[src/rtl/fetch_sequencer.sv]
// Instruction fetch sequencer: generates the next program-counter address and
// drives a single-outstanding instruction-memory request with a valid/ready
// handshake. Redirects arriving while a request is waiting are held pending
// and applied when the handshake completes.
//
// state | meaning
// IDLE  | post-reset bubble, no request
// REQ   | request phase; imem_req held until imem_ready
// HOLD  | pipeline stalled, no request, redirects still captured
module fetch_sequencer #(
  parameter logic [31:0] RESET_VECTOR = 32'h0000_0000,
  parameter int          STEP         = 4
) (
  input  logic        clk,
  input  logic        reset,
  input  logic [31:0] NextPC,
  output logic [31:0] Address,
  input  logic        branch_taken,
  input  logic [31:0] branch_target,
  input  logic        jump,
  input  logic [31:0] jump_target,
  input  logic        stall,
  output logic        imem_req,
  output logic [31:0] imem_addr,
  input  logic        imem_ready,
  output logic [31:0] fetch_count,
  output logic        misalign_err
);

  localparam logic [31:0] STEP_INC = 32'(STEP);

  typedef enum logic [1:0] {IDLE, REQ, HOLD} state_t;

  state_t      state;
  state_t      state_nxt;
  logic        req_nxt;
  logic        handshake;
  logic        pend_valid;
  logic        pend_jump;
  logic [31:0] pend_target;
  logic        redir_valid;
  logic [31:0] redir_target;

  // NextPC only moves when Address moves, i.e. on handshake, so the request
  // address is stable for the whole time imem_req is high.
  assign imem_addr = NextPC;
  assign handshake = (state == REQ) && imem_req && imem_ready;

  // Redirect selection: jumps beat branches; a current request beats a
  // pending one of the same kind because it is the newer one.
  always_comb begin
    redir_valid  = 1'b0;
    redir_target = NextPC;
    if (jump) begin
      redir_valid  = 1'b1;
      redir_target = jump_target;
    end else if (pend_valid && pend_jump) begin
      redir_valid  = 1'b1;
      redir_target = pend_target;
    end else if (branch_taken) begin
      redir_valid  = 1'b1;
      redir_target = branch_target;
    end else if (pend_valid) begin
      redir_valid  = 1'b1;
      redir_target = pend_target;
    end
  end

  // State and request registers.
  always_ff @(posedge clk) begin
    if (reset) begin
      state    <= IDLE;
      imem_req <= 1'b0;
    end else begin
      state    <= state_nxt;
      imem_req <= req_nxt;
    end
  end

  // Next-state and next-request decode. A raised request is never dropped
  // before the handshake, whatever stall or redirects do.
  always_comb begin
    state_nxt = state;
    req_nxt   = imem_req;
    case (state)
      IDLE: begin
        state_nxt = REQ;
        req_nxt   = !stall;
      end
      REQ: begin
        if (!imem_req) begin
          if (stall) begin
            state_nxt = HOLD;
            req_nxt   = 1'b0;
          end else begin
            req_nxt = 1'b1;
          end
        end else if (imem_ready) begin
          if (stall) begin
            state_nxt = HOLD;
            req_nxt   = 1'b0;
          end else begin
            req_nxt = 1'b1;
          end
        end else begin
          req_nxt = 1'b1;
        end
      end
      HOLD: begin
        req_nxt = 1'b0;
        if (!stall) begin
          state_nxt = REQ;
          req_nxt   = 1'b1;
        end
      end
      default: begin
        state_nxt = IDLE;
        req_nxt   = 1'b0;
      end
    endcase
  end

  // Pending redirect: captured whenever no handshake consumes it this cycle.
  always_ff @(posedge clk) begin
    if (reset) begin
      pend_valid  <= 1'b0;
      pend_jump   <= 1'b0;
      pend_target <= '0;
    end else if (handshake) begin
      pend_valid <= 1'b0;
      pend_jump  <= 1'b0;
    end else if (jump) begin
      pend_valid  <= 1'b1;
      pend_jump   <= 1'b1;
      pend_target <= jump_target;
    end else if (branch_taken) begin
      pend_valid  <= 1'b1;
      pend_jump   <= 1'b0;
      pend_target <= branch_target;
    end
  end

  // Address advances only on handshake; redirect targets are word-aligned.
  always_ff @(posedge clk) begin
    if (reset) begin
      Address <= RESET_VECTOR;
    end else if (handshake) begin
      if (redir_valid) Address <= {redir_target[31:2], 2'b00};
      else             Address <= NextPC + STEP_INC;
    end
  end

  // Completed-handshake counter, wraps naturally at 2^32.
  always_ff @(posedge clk) begin
    if (reset)          fetch_count <= '0;
    else if (handshake) fetch_count <= fetch_count + 32'd1;
  end

  // Sticky misaligned-redirect flag, cleared only by reset.
  always_ff @(posedge clk) begin
    if (reset)                                              misalign_err <= 1'b0;
    else if (handshake && redir_valid && |redir_target[1:0]) misalign_err <= 1'b1;
  end

endmodule

[config.mk]
export PLATFORM = sky130hd
export DESIGN_NAME = fetch_sequencer
export DESIGN_NICKNAME = d
export VERILOG_FILES = /design/src/rtl/fetch_sequencer.sv
export SDC_FILE = /design/constraint.sdc
export NUM_CORES = 1
export LEC_CHECK = 0
export ABC_AREA = 1
export BUFFER_PORTS_ARGS = -buffer_cell sky130_fd_sc_hd__buf_4
export CORE_ASPECT_RATIO = 0.75
export CORE_MARGIN = 2
export CORE_UTILIZATION = 50
export CTS_CLUSTER_DIAMETER = 40
export CTS_CLUSTER_SIZE = 20
export DETAILED_ROUTE_END_ITERATION = 10
export PLACE_DENSITY = 0.86
export REMOVE_ABC_BUFFERS = 1
export SYNTH_ARGS = -nofsm -noshare
export SYNTH_HDL_FRONTEND = slang
export SYNTH_SLANG_ARGS = --single-unit
[constraint.sdc]
create_clock -name clk -period 3.4 [get_ports clk]
set_input_delay 0.17 -clock clk [delete_from_list [all_inputs] [get_ports clk]]
set_output_delay 0.17 -clock clk [all_outputs]
set_load 0.05 [all_outputs]
==> results.toml <==
[finish]
nNetsFinal = 1339
drive_gt1_share_pct = 22.6
final_design_area_no_fill_sq_um = 8420
final_core_util_pct = 64.0
antenna_cells = 0
syn2layout_area_growth_pct = 23.1
final.fill_count = 1224

[critical_path]
worst_ep_arrival_time_ps = 2490
rr_worst_depth = 7
critPathMaxStageDelay_ps = 930
path_buf_inv = 0
cp-end-kind = "flip-flop"
rrSetupSlack_ps = 1210
r2r-end = "Address[21]"
path_class = "reg2reg"
cp_slowest_cell = "dfxtp_1"
critPathLaunchType = "flip-flop"
timing.rr.start = "pend_valid"
path_delay_family = "flip-flops"
required_ps = 3700
critPathMaxFanout = 22
worstPathCellList = "nand2_4, nand2_2, or2_2, o211ai_1, a21oi_1, o21ai_1, nand2_1"

[route]
first_pass_iters = 5
drtAntennaViolNets = 0
vias = 7890
vias_per_cell = 5.59
wl_mm = 22.4
avgRoutedWirePerCell_um = 15.9
drc_errors = 0
drtIter0Drc = 958

[synthesis]
syn_area_per_cell_sq_um = 6.21
ys_seq_elements = 102
synth_top_area_share_pct = 29.9
synth_flop_cell = "dfxtp_1"
yosysMostFrequentCell = "nand2_1"
synthArstFlopShare_pct = 0
synth_area_leaders = "dfxtp_1 (30%), nand2_1 (20%), nor2_1 (6.6%), a21oi_1 (5.1%), nand3_1 (4.7%)"
ys_types = 44
synth-edff-count = 0
synth_common_cells = "nand2_1 (356), nor2_1 (120), dfxtp_1 (102)"
yosysTopAreaCell = "dfxtp_1"
synth_warnings = 0
synth_area_sq_um = 6840
yosysSeqAreaShare_pct = 29.9
synth_cells = 1101

[placement]
hpwl_mm = 15.9
port_buffers = 199
placed_cell_area_sq_um = 8100
dp_slack_ps = 1270
gp_congestion = 0.996

[clock_tree]
post_cts_resized = 0
root_buffer = "clkbuf_16"
cts.path.max_buffers = 2
cts_hold_buf = 0
postCtsSetupBuffers = 0
cts.sinks = 102
insertion_delay_ps = 350
cts-buffers-inserted = 9
cts_tree = "done"
cts_htree_levels = 3
clkSlewWorstSetupHoldPaths_ps = 70

[die]
row_count = 36
core_sq_um = 13200
die_area_sq_um = 14600
pin_count = 200
die_w_um = 139
fp.dieH_um = 105
initial_core_util_pct = 52.0

[power]
finalPower_w = 0.00301
p_per_area_nw_per_um2 = 358
vdd_drop_max_uv = 250
leakage_nw = 3.85

[flow_run]
maxCapViolCount = 0

[worst_hold_path]
min_to = "Address[1]"
holdCritStartpoint = "NextPC[1]"
hold_class = "in2reg"
hold-path-cell-count = 2

[sta]
relSlewSlack_pct = 26.9
worstMarginPinSlew_ps = 1090
max_freq_mhz = 457
final_max_slew_viol_count = 0
fin_crit_sh_pct = 64.4
finalSetupViolCount = 0
timing.final.ws_setup_ps = 1210
rsz0062_at_grt = "no"
setup_tns_ps = 0
hold_violations = 0
fin_skew_ps = 7.45
fin_crit_ps = 2190

[global_route]
track_usage_pct = 30.0
grt_pass1_vias = 7078
grt_start_max_net_pins = 65
grt_first_pass_wirelength_mm = 36.0
gr-total-overflow = 0
antenna_found_initial = 0

[status]
status = "finished, final reports clean"
-- power by group --
group	internal [W]	switching, W
clock	0.000615	0.000475
sequential	0.00124	0.0000353
combinational	0.000226	0.000416
-- state kept, by name, summed over array words and instances, names as in the netlist --
signal and flops:
Address 32, pend_target 32, state 2, pend_jump 1
pend_valid 1, imem_req 1, misalign_err 1, fetch_count 32
-- per-stage QoR --
step | cells | hold WS (ps)
after floorplan | 1020 | 239
after global placement | 1395 | 433
after detailed placement | 1395 | 440
after CTS | 1411 | 72.3
after global routing | 1411 | 86.2
final | 1411 | 83.0
-- layout by cell type, fill, tap and decap left out, types with 4 or more instances in the layout --
master / count
inv_2: 19
nand2_2: 6
o22ai_1: 11
nand2_1: 356
o21ai_1: 49
nor2_1: 120
a31oi_1: 30
dfxtp_1: 102
o211ai_1: 13
nand3b_1: 16
nand2_4: 4
buf_4: 204
o21ai_0: 35
nor2_4: 10
nand3_2: 4
nor2_2: 8
nand4_1: 9
a21oi_1: 70
o21bai_1: 4
or2_2: 4
inv_1: 59
nand3_1: 64
clkbuf_16: 9
-- cell families after synthesis --
kind of cell | Yosys count | synth area share [%]
xor+xnor | 6 | 0.769
flops | 102 | 29.9
buf+inv | 160 | 11.4
compound gates | 220 | 17.9
fa+ha+maj | 2 | 0.366
simple gates | 611 | 39.7
-- layer usage --
layer / GRT usage [%] / share of wire (%)
met1: 43.5 / 44
met4: 9.16 / 2.0
met2: 44.2 / 42
met3: 7.18 / 12
met5: 0 / 0
-- worst max path at each step --
stage	start	end	slack, ps	cells past startpoint
finish	pend_valid	Address[21]	1210	7
global route	pend_valid	Address[21]	1050	7
CTS	pend_valid	Address[21]	1290	7
detailed placement	branch_taken	pend_target[3]	1270	7
global placement	branch_taken	pend_target[0]	1350	7
floorplan	jump	Address[5]	980	8
-- area by class of cell --
cell class	count	area (sq um)	area share (%)
Clock buffer	12	256	3.05
Clock inverter	4	55.1	0.654
Inverter	79	297	3.52
Multi-Input combinational cell	839	4020	47.8
Sequential cell	102	2040	24.3
Tap cell	171	214	2.54
Timing Repair Buffer	204	1530	18.2
-- worst reg2reg max path: stages, from the launching register on --
cell,delay [ps]
dfxtp_1,930
nand2_4,330
nand2_2,320
or2_2,170
o211ai_1,80
a21oi_1,160
o21ai_1,90
nand2_1,60
No activity file was read; power rests on OpenSTA's default activity.
